### src/rtl/apb2axi_id_pool.sv
// Shared AXI ID allocator for the APB2AXI write and read builders, with per-direction outstanding limits.
// Define APB2AXI_ID_POOL_BYPASS_EN to let a legal release be re-granted in the same cycle.
module apb2axi_id_pool #(
    parameter int AXI_ID_W   = 4,
    parameter int NUM_IDS    = 16,
    parameter int MAX_WR_OUT = 8,
    parameter int MAX_RD_OUT = 8,
    localparam int CNT_W     = $clog2(NUM_IDS + 1)
) (
    input  logic                aclk,
    input  logic                aresetn,
    input  logic                wr_req_valid,
    output logic                wr_req_ready,
    output logic [AXI_ID_W-1:0] wr_req_id,
    input  logic                rd_req_valid,
    output logic                rd_req_ready,
    output logic [AXI_ID_W-1:0] rd_req_id,
    input  logic                wr_rel_valid,
    input  logic [AXI_ID_W-1:0] wr_rel_id,
    input  logic                rd_rel_valid,
    input  logic [AXI_ID_W-1:0] rd_rel_id,
    output logic [CNT_W-1:0]    wr_outstanding,
    output logic [CNT_W-1:0]    rd_outstanding,
    output logic                idle,
    output logic                rel_err,
    input  logic                clr_err
);

    localparam int ID_SPACE = 2 ** AXI_ID_W;

    // IDs at or above NUM_IDS are never granted, so their in_use bit stays 0
    // and any release naming them falls out as illegal.
    logic [ID_SPACE-1:0] in_use;
    logic [ID_SPACE-1:0] owner;
    logic [CNT_W-1:0]    wr_cnt;
    logic [CNT_W-1:0]    rd_cnt;
    logic                rr;
    logic                rel_err_r;
    logic                idle_r;

    logic [ID_SPACE-1:0] in_use_d;
    logic [ID_SPACE-1:0] owner_d;
    logic [CNT_W-1:0]    wr_cnt_d;
    logic [CNT_W-1:0]    rd_cnt_d;
    logic                rr_d;
    logic                rel_err_d;

    logic                wr_rel_legal;
    logic                rd_rel_legal;
    logic                rel_illegal;
    logic [ID_SPACE-1:0] rel_clr;
    logic [ID_SPACE-1:0] avail;
    logic [CNT_W-1:0]    wr_cnt_eff;
    logic [CNT_W-1:0]    rd_cnt_eff;

    logic                first_found;
    logic                second_found;
    logic [AXI_ID_W-1:0] first_id;
    logic [AXI_ID_W-1:0] second_id;

    logic                wr_elig;
    logic                rd_elig;
    logic                wr_rdy;
    logic                rd_rdy;
    logic                wr_grant;
    logic                rd_grant;
    logic                contention;

    assign wr_rel_legal = wr_rel_valid & in_use[wr_rel_id] & ~owner[wr_rel_id];
    assign rd_rel_legal = rd_rel_valid & in_use[rd_rel_id] &  owner[rd_rel_id];
    assign rel_illegal  = (wr_rel_valid & ~wr_rel_legal) | (rd_rel_valid & ~rd_rel_legal);

    always_comb begin
        rel_clr = '0;
        if (wr_rel_legal) rel_clr[wr_rel_id] = 1'b1;
        if (rd_rel_legal) rel_clr[rd_rel_id] = 1'b1;
    end

`ifdef APB2AXI_ID_POOL_BYPASS_EN
    // A legal release frees both the ID and its direction's slot this cycle.
    assign avail      = ~in_use | rel_clr;
    assign wr_cnt_eff = wr_cnt - CNT_W'(wr_rel_legal);
    assign rd_cnt_eff = rd_cnt - CNT_W'(rd_rel_legal);
`else
    assign avail      = ~in_use;
    assign wr_cnt_eff = wr_cnt;
    assign rd_cnt_eff = rd_cnt;
`endif

    // Lowest and second-lowest free IDs within the pool.
    always_comb begin
        first_found  = 1'b0;
        second_found = 1'b0;
        first_id     = '0;
        second_id    = '0;
        for (int i = 0; i < NUM_IDS; i++) begin
            if (avail[i]) begin
                if (!first_found) begin
                    first_found = 1'b1;
                    first_id    = AXI_ID_W'(i);
                end else if (!second_found) begin
                    second_found = 1'b1;
                    second_id    = AXI_ID_W'(i);
                end
            end
        end
    end

    assign wr_elig = first_found && (wr_cnt_eff < CNT_W'(MAX_WR_OUT));
    assign rd_elig = first_found && (rd_cnt_eff < CNT_W'(MAX_RD_OUT));

    // Each ready looks only at state and the other side's valid, never its own.
    always_comb begin
        wr_rdy = 1'b0;
        rd_rdy = 1'b0;
        if (aresetn) begin
            if (wr_elig && rd_elig && !second_found) begin
                wr_rdy = !rd_req_valid || !rr;
                rd_rdy = !wr_req_valid ||  rr;
            end else begin
                wr_rdy = wr_elig;
                rd_rdy = rd_elig;
            end
        end
    end

    assign wr_grant   = wr_req_valid & wr_rdy;
    assign rd_grant   = rd_req_valid & rd_rdy;
    assign contention = aresetn & wr_req_valid & rd_req_valid & wr_elig & rd_elig & ~second_found;

    assign wr_req_ready = wr_rdy;
    assign rd_req_ready = rd_rdy;
    assign wr_req_id    = first_id;
    assign rd_req_id    = (wr_grant && second_found) ? second_id : first_id;

    // Releases clear first so a bypassed same-ID regrant ends up set.
    always_comb begin
        in_use_d = in_use & ~rel_clr;
        owner_d  = owner;
        if (wr_grant) begin
            in_use_d[wr_req_id] = 1'b1;
            owner_d[wr_req_id]  = 1'b0;
        end
        if (rd_grant) begin
            in_use_d[rd_req_id] = 1'b1;
            owner_d[rd_req_id]  = 1'b1;
        end
    end

    assign wr_cnt_d  = wr_cnt + CNT_W'(wr_grant) - CNT_W'(wr_rel_legal);
    assign rd_cnt_d  = rd_cnt + CNT_W'(rd_grant) - CNT_W'(rd_rel_legal);
    assign rr_d      = rr ^ contention;
    assign rel_err_d = rel_illegal ? 1'b1 : (clr_err ? 1'b0 : rel_err_r);

    always_ff @(posedge aclk or negedge aresetn) begin
        if (!aresetn) begin
            in_use    <= '0;
            owner     <= '0;
            wr_cnt    <= '0;
            rd_cnt    <= '0;
            rr        <= 1'b0;
            rel_err_r <= 1'b0;
            idle_r    <= 1'b1;
        end else begin
            in_use    <= in_use_d;
            owner     <= owner_d;
            wr_cnt    <= wr_cnt_d;
            rd_cnt    <= rd_cnt_d;
            rr        <= rr_d;
            rel_err_r <= rel_err_d;
            idle_r    <= ~|in_use_d;
        end
    end

    assign wr_outstanding = wr_cnt;
    assign rd_outstanding = rd_cnt;
    assign idle           = idle_r;
    assign rel_err        = rel_err_r;

endmodule

### config.mk
export PLATFORM = sky130hd
export DESIGN_NAME = apb2axi_id_pool
export DESIGN_NICKNAME = d
export VERILOG_FILES = /design/src/rtl/apb2axi_id_pool.sv
export SDC_FILE = /design/constraint.sdc
export NUM_CORES = 1
export LEC_CHECK = 0
export ABC_AREA = 1
export CAP_MARGIN = 0
export CORE_MARGIN = 2
export CORE_UTILIZATION = 28
export CTS_CLUSTER_DIAMETER = 80
export CTS_CLUSTER_SIZE = 30
export DETAILED_ROUTE_END_ITERATION = 10
export PLACE_DENSITY = 0.43
export SYNTH_ARGS = -nofsm -noshare
export SYNTH_HDL_FRONTEND = slang
export SYNTH_SLANG_ARGS = --single-unit
### constraint.sdc
create_clock -name aclk -period 6.85 [get_ports aclk]
set_clock_uncertainty 0.15 [all_clocks]
set_input_delay 1.0275 -clock aclk [delete_from_list [all_inputs] [get_ports aclk]]
set_output_delay 1.0275 -clock aclk [all_outputs]
set_load 0.005 [all_outputs]
=== Word-level counts from Yosys, hierarchy flattened ===
Index checks and enable logic that the tools add are counted.

* Bits in registers: 45
* Input bits: 15

* Add/sub/neg operators: 4
* $lt $le $gt $ge: 10
* Mux-type cells: 149
* Bitwise gates (word level): 28
* Reduce and logical (&&, ||, !) cells: 18

{| class="wikitable"
|+ Operators by type and width
! operator !! number
|-
| 4-bit 2-to-1 mux || 71
|-
| 16-bit 2-to-1 mux || 6
|-
| 1-bit 2-to-1 mux || 64
|-
| 16-bit bitwise OR || 4
|-
| 16-bit NOT || 3
|-
| 16-bit AND || 2
|-
| 4-bit by 5-bit < comparator with 1-bit output, second input constant || 4
|-
| 1-bit binary-select mux with 4-bit select || 4
|-
| 1-bit demux with 4-bit select || 4
|-
| 4-bit by 1-bit >= comparator with 1-bit output, second input constant || 4
|-
| 16-bit OR reduction || 1
|-
| 1-bit AND || 13
|-
| 5-bit by 1-bit adder with 5-bit output || 2
|-
| 5-bit by 4-bit < comparator with 1-bit output, second input constant || 2
|-
| 5-bit by 1-bit subtractor with 5-bit output || 2
|-
| 1-bit logical AND || 9
|-
| 1-bit zero test || 5
|-
| 1-bit NOT || 4
|-
| 1-bit logical OR || 2
|-
| 2-bit nonzero test || 1
|-
| 1-bit bitwise OR || 1
|-
| 1-bit XOR || 1
|}

=== Logic depth before layout (Yosys ltp) ===
* Depth after elaboration: 55
* Depth in mapped cells: 24

=== Least setup slack after synthesis ===
OpenSTA, ideal clock, no wires.

* Path type: reg-to-reg
* From: register in_use[0]
* To: register wr_cnt[4] (netlist: wr_outstanding[4])
* Library setup time: 0.080 ns
* Data arrival time: 3.551 ns
* Required time: 6.620 ns
* Setup slack: 3.069 ns
* Cell stages (with the launch flop): 23
* Path buffers: 2
* Cells stage by stage: dfrtp_1 inv_1 ha_1 nand2_1 o21ai_0 nor2_2 nand3_2 nor2_8 nand3_4 nor2_4 nand3_4 nor2_4 nand3_4 nand3_4 buf_2 clkbuf_1 ha_1 inv_1 ha_1 inv_1 fa_1 o21ai_0 xnor2_1

* Longest elaborated chain between the ends: 39

{| class="wikitable"
|+ RTL lines
! element !! line !! RTL
|-
| start, declared || 33 || <nowiki>logic [ID_SPACE-1:0] in_use;</nowiki>
|-
| start signal, assigned || 165 || <nowiki>in_use <= in_use_d;</nowiki>
|-
| 16-bit NOT || 85 || <nowiki>assign avail = ~in_use;</nowiki>
|-
| 1-bit 2-to-1 mux || 97 || <nowiki>if (avail[i]) begin</nowiki>
|-
| 1-bit 2-to-1 mux || 98 || <nowiki>if (!first_found) begin</nowiki>
|-
| 1-bit 2-to-1 mux || 97 ||
|-
| 1-bit 2-to-1 mux || 98 ||
|-
| 1-bit 2-to-1 mux || 97 ||
|-
| 1-bit 2-to-1 mux || 98 ||
|-
| 1-bit 2-to-1 mux || 97 ||
|-
| [24 not listed] || -- ||
|-
| 1-bit zero test || 117 || <nowiki>if (wr_elig && rd_elig && !second_found) begin</nowiki>
|-
| 1-bit logical AND || 117 ||
|-
| 1-bit 2-to-1 mux || 117 ||
|-
| 1-bit 2-to-1 mux || 116 || <nowiki>if (aresetn) begin</nowiki>
|-
| 1-bit AND || 127 || <nowiki>assign wr_grant = wr_req_valid & wr_rdy;</nowiki>
|-
| 5-bit by 1-bit adder with 5-bit output || 150 || <nowiki>assign wr_cnt_d = wr_cnt + CNT_W'(wr_grant) - CNT_W'(wr_rel_legal);</nowiki>
|-
| 5-bit by 1-bit subtractor with 5-bit output (*) || 150 ||
|-
| via wr_cnt_d[4] || 43 || <nowiki>logic [CNT_W-1:0] wr_cnt_d;</nowiki>
|-
| end signal, assigned || 167 || <nowiki>wr_cnt <= wr_cnt_d;</nowiki>
|-
| end, declared || 35 || <nowiki>logic [CNT_W-1:0] wr_cnt;</nowiki>
|}

The timed path passes the listed nets; every way through them passes the cells marked *. The select of a mux whose other input is x is not followed.
A chain may end at the register's enable or synchronous reset.

=== Worst setup path in the final report ===
* From: register in_use[1]
* To: output port rd_req_id[0]

* Longest elaborated chain between the ends: 45

{| class="wikitable"
|+ RTL lines
! element !! line !! RTL
|-
| 16-bit NOT (*) || 85 ||
|-
| 1-bit 2-to-1 mux || 97 ||
|-
| 4-bit 2-to-1 mux || 101 || <nowiki>end else if (!second_found) begin</nowiki>
|-
| 4-bit 2-to-1 mux || 98 ||
|-
| 4-bit 2-to-1 mux || 97 ||
|-
| 4-bit 2-to-1 mux || 101 ||
|-
| 4-bit 2-to-1 mux || 98 ||
|-
| 4-bit 2-to-1 mux || 97 ||
|-
| [29 not listed] || -- ||
|-
| 4-bit 2-to-1 mux || 97 ||
|-
| 4-bit 2-to-1 mux || 101 ||
|-
| 4-bit 2-to-1 mux || 98 ||
|-
| 4-bit 2-to-1 mux || 97 ||
|-
| 4-bit 2-to-1 mux || 101 ||
|-
| 4-bit 2-to-1 mux || 98 ||
|-
| 4-bit 2-to-1 mux || 97 ||
|-
| 4-bit 2-to-1 mux (*) || 134 || <nowiki>assign rd_req_id = (wr_grant && second_found) ? second_id : first_id;</nowiki>
|-
| end, declared || 17 || <nowiki>output logic [AXI_ID_W-1:0] rd_req_id,</nowiki>
|}

Mark *: on every way between the ends. The rest lies on a longest branch, timed or not.

==> impl_metrics.tcl <==
set metrics [dict create \
    status "complete, no violations" \
    vias_per_cell 5.22 \
    antenna_left 0 \
    post-route-util_pct 33.8 \
    netlist.area_leader.share_pct 26.2 \
    switching_share_pct 51.0 \
    p_per_area_mw_per_mm2 407 \
    syn_to_final_growth_pct 17.3 \
    crit_top_cell "nand3_4" \
    root_buffer "clkbuf_16" \
    multi_input_area_mm2 0.00260 \
    path_clk_slew_ns 0.06 \
    crit_path_start_kind "flip-flop" \
    portBuffers 36 \
    die_area_mm2 0.0160 \
    holdPathEnd "wr_outstanding[0]$_DFF_PN0_" \
    ys_top_cells_by_area "dfrtp_1 26%, nand2_1 12%, inv_1 9.8%" \
    holdPathStages 1 \
    drt-total-wl_um 15800 \
    syn_nets 652 \
    grt_pass1_vias 4212 \
    core_mm2 0.0146 \
    clk_latency_ns 0.30 \
    die_w_um 127 \
    seq_power_share_pct 23.2 \
    fin_nets 688 \
    drtIter0Drc 468 \
    avgRoutedWirePerCell_um 18.8 \
    cts-hold-fix-buffers 0 \
    dieHeight_um 127 \
    hold_ws_ns 0.370 \
    peakVddDrop_v 0.000167 \
    maxSlewViolCount 0 \
    dr.pass1.iters 5 \
    overflow 0 \
    dp_hpwl_um 12500 \
    critPathArrivalTime_ns 3.62 \
    timing.reg2reg.setup_slack_ns 2.84 \
    slowest_delay_ns 0.51 \
    critical_path_class "reg2out" \
    yosysUniqueCellTypes 45 \
    place_congestion 0.949 \
    pin_count 37 \
    cts_resized 0 \
    drive_gt1_share_pct 10.4 \
    slowest_stage "clkdlybuf4s50_1" \
    htree_levels 2 \
    r2r_end "rd_outstanding[4]$_DFF_PN0_" \
    antenna_found_initial 0 \
    grt_max_degree 48 \
    setup_viol 0 \
    hold_path.class "reg2reg" \
    cts_tree "built" \
    path_cells "inv_1, ha_1, nand2_1, o21ai_0, nor2_2, nand3_2, nor2_8, nand3_4, nor2_4, nand3_4, nor2_4, nand3_4, nand3_4, inv_4, nand2_2, nand2_4, inv_2, clkdlybuf4s50_1" \
    num_rows 44 \
    drv_cap 0 \
    rsz0062_at_grt "no" \
    worstMarginPinSlew_ns 0.643 \
    fillers 1579 \
    diodes 0 \
    grt_usage_pct 19.7 \
    switchingPower_mw 1.03 \
    worstSetupEndpointType "primary output" \
    ys_warn_count 0 \
    grt_pass1_wl_um 24400 \
    hold_start "wr_outstanding[0]$_DFF_PN0_" \
    fmax_ghz 0.208 \
    ys_ff_latch 45 \
    postSynthCellCount 618 \
    r2r_start "in_use[1]$_DFF_PN0_" \
    synth_top_cell_by_area "dfrtp_1" \
    period_needed_ns 4.80 \
    slew_headroom_pct 57.1 \
    syn_avg_cell_area_um2 6.80 \
    fin_setup_tns_ns 0 \
    seq_area_frac_synth_pct 26.8 \
    clockBufferDepth 2 \
    p_int_mw 0.985 \
    drc_errors 0 \
    cts.sinks 45 \
    hold_viol_final 0 \
    start_util_pct 28.8 \
    worstPathMaxFanout 21 \
    leakage_nw 2.43 \
    post-route-period-util_pct 70.1 \
    vias 4380 \
    ff2ff_path_depth 22 \
    numCtsBuffers 5 \
    syn_area_mm2 0.00421 \
    pwr-share-clk_pct 14.2 \
    cts_setup_buffers 0 \
    combPwrFrac_pct 62.6 \
    seq_area_mm2 0.00113 \
    required_ns 5.67 \
]
## worst max-delay path: cells and delay by family (launching register included)
kind / cells / cell delay (ns)
AOI/OAI and AO/OA: 1 / 0.09
adders and majority gates: 1 / 0.23
buffers and inverters: 4 / 0.87
DFF: 1 / 0.48
and+or+nand+nor: 12 / 1.63
## metrics by stage
stage | cells | power, mW | area, µm² | worst slack (ns)
3_5_place_dp | 831 | 1.72 | 4760 | 2.25
5_1_grt | 839 | 2.18 | 4930 | 1.74
6_report | 839 | 2.01 | 4930 | 2.05
3_3_place_gp | 831 | 1.72 | 4760 | 2.27
2_1_floorplan | 618 | 1.26 | 4210 | 3.07
4_1_cts | 839 | 2.01 | 4930 | 2.03
## state kept, by name, indices dropped and copies added (netlist names)
signal          count
rr                  1
rel_err             1
owner              16
idle                1
rd_outstanding      5
in_use             16
wr_outstanding      5
## cell usage in the layout, fill, tap and decap left out, types with 2 or more instances in the layout
| cell | count |
|---|---|
| xnor2_1 | 4 |
| o22ai_1 | 29 |
| nand3_1 | 22 |
| o32ai_1 | 2 |
| clkbuf_16 | 5 |
| nor2_8 | 2 |
| dfrtp_1 | 44 |
| nand2_2 | 13 |
| nand4_1 | 7 |
| a22o_1 | 2 |
| a21oi_2 | 2 |
| nor2_1 | 61 |
| nand2_4 | 8 |
| nand3_2 | 5 |
| fa_1 | 2 |
| nand2_1 | 130 |
| o31ai_1 | 2 |
| nor3_1 | 9 |
| o311ai_0 | 2 |
| inv_2 | 7 |
| nand4_4 | 2 |
| nor2_4 | 5 |
| a21oi_1 | 17 |
| o221ai_1 | 5 |
| a22oi_1 | 9 |
| inv_1 | 110 |
| o21ai_0 | 64 |
| ha_1 | 17 |
| xor2_1 | 3 |
| clkdlybuf4s50_1 | 35 |
| nand3_4 | 5 |
| o211ai_1 | 3 |
| nor2_2 | 5 |
## cell type report
cell class	count	area share, %
repair buffers	37	7.35
clock inverters	3	0.888
flip-flops and latches	45	22.9
multi-input cells	447	52.7
well taps	184	4.67
inverters	118	9.03
clock buffers	5	2.54
## power by group through the flow
stage / logic (mW) / clock network [mW] / registers, mW
2_1_floorplan: 0.834 / 0 / 0.422
3_3_place_gp: 1.25 / 0 / 0.470
3_5_place_dp: 1.25 / 0 / 0.470
4_1_cts: 1.25 / 0.290 / 0.465
5_1_grt: 1.40 / 0.304 / 0.478
6_report: 1.26 / 0.285 / 0.467
## layer usage
metal  GRT usage (%)  vias up  part of all wire (%)
li1                -     2110                     -
met1            29.1     2089                    48
met2            30.2      155                    44
met3            2.24       26                   4.8
met4            6.14        0                   2.5
met5               0        -                     0
## cells by family (layout without fill, tap and decap cells)
group / after synthesis / after routing / synth area share (%)
AOI/OAI and AO/OA: 145 / 145 / 20.8
xor gates and xnor gates: 7 / 7 / 1.46
adders and majority gates: 19 / 19 / 6.01
buffers and inverters: 126 / 163 / 11.4
DFF: 45 / 45 / 26.8
and+or+nand+nor: 276 / 276 / 33.5
## worst max path at each step
stage / from / endpoint / slack, ns / cells past startpoint
CTS: in_use[1]$_DFF_PN0_ / rd_req_id[0] / 2.03 / 18
global route: in_use[1]$_DFF_PN0_ / rd_req_id[0] / 1.74 / 18
floorplan: in_use[0]$_DFF_PN0_ / wr_outstanding[4]$_DFF_PN0_ / 3.07 / 22
detailed placement: aresetn / rd_req_id[3] / 2.25 / 9
global placement: wr_rel_id[1] / wr_outstanding[4]$_DFF_PN0_ / 2.27 / 18
finish: in_use[1]$_DFF_PN0_ / rd_req_id[0] / 2.05 / 18
## cells in the mapped netlist, drive strengths merged
master and number:
o221ai 5, inv 118, o21ai 66, a21oi 19
nor3 9, dfrtp 44, a41oi 1, dfstp 1
a22oi 9, a22o 2, buf 3, xor2 3
o32ai 2, a31oi 1, o31ai 2, o41ai 1
nand2 151, nor2 73, xnor2 4, fa 2
a221oi 1, nor4 1, o311ai 3, o211ai 3
nand3 32, o21a 1, clkbuf 5, o22ai 29
nand3b 1, nand4 9, ha 17
Note: power is estimated with default switching activity, not from simulation.
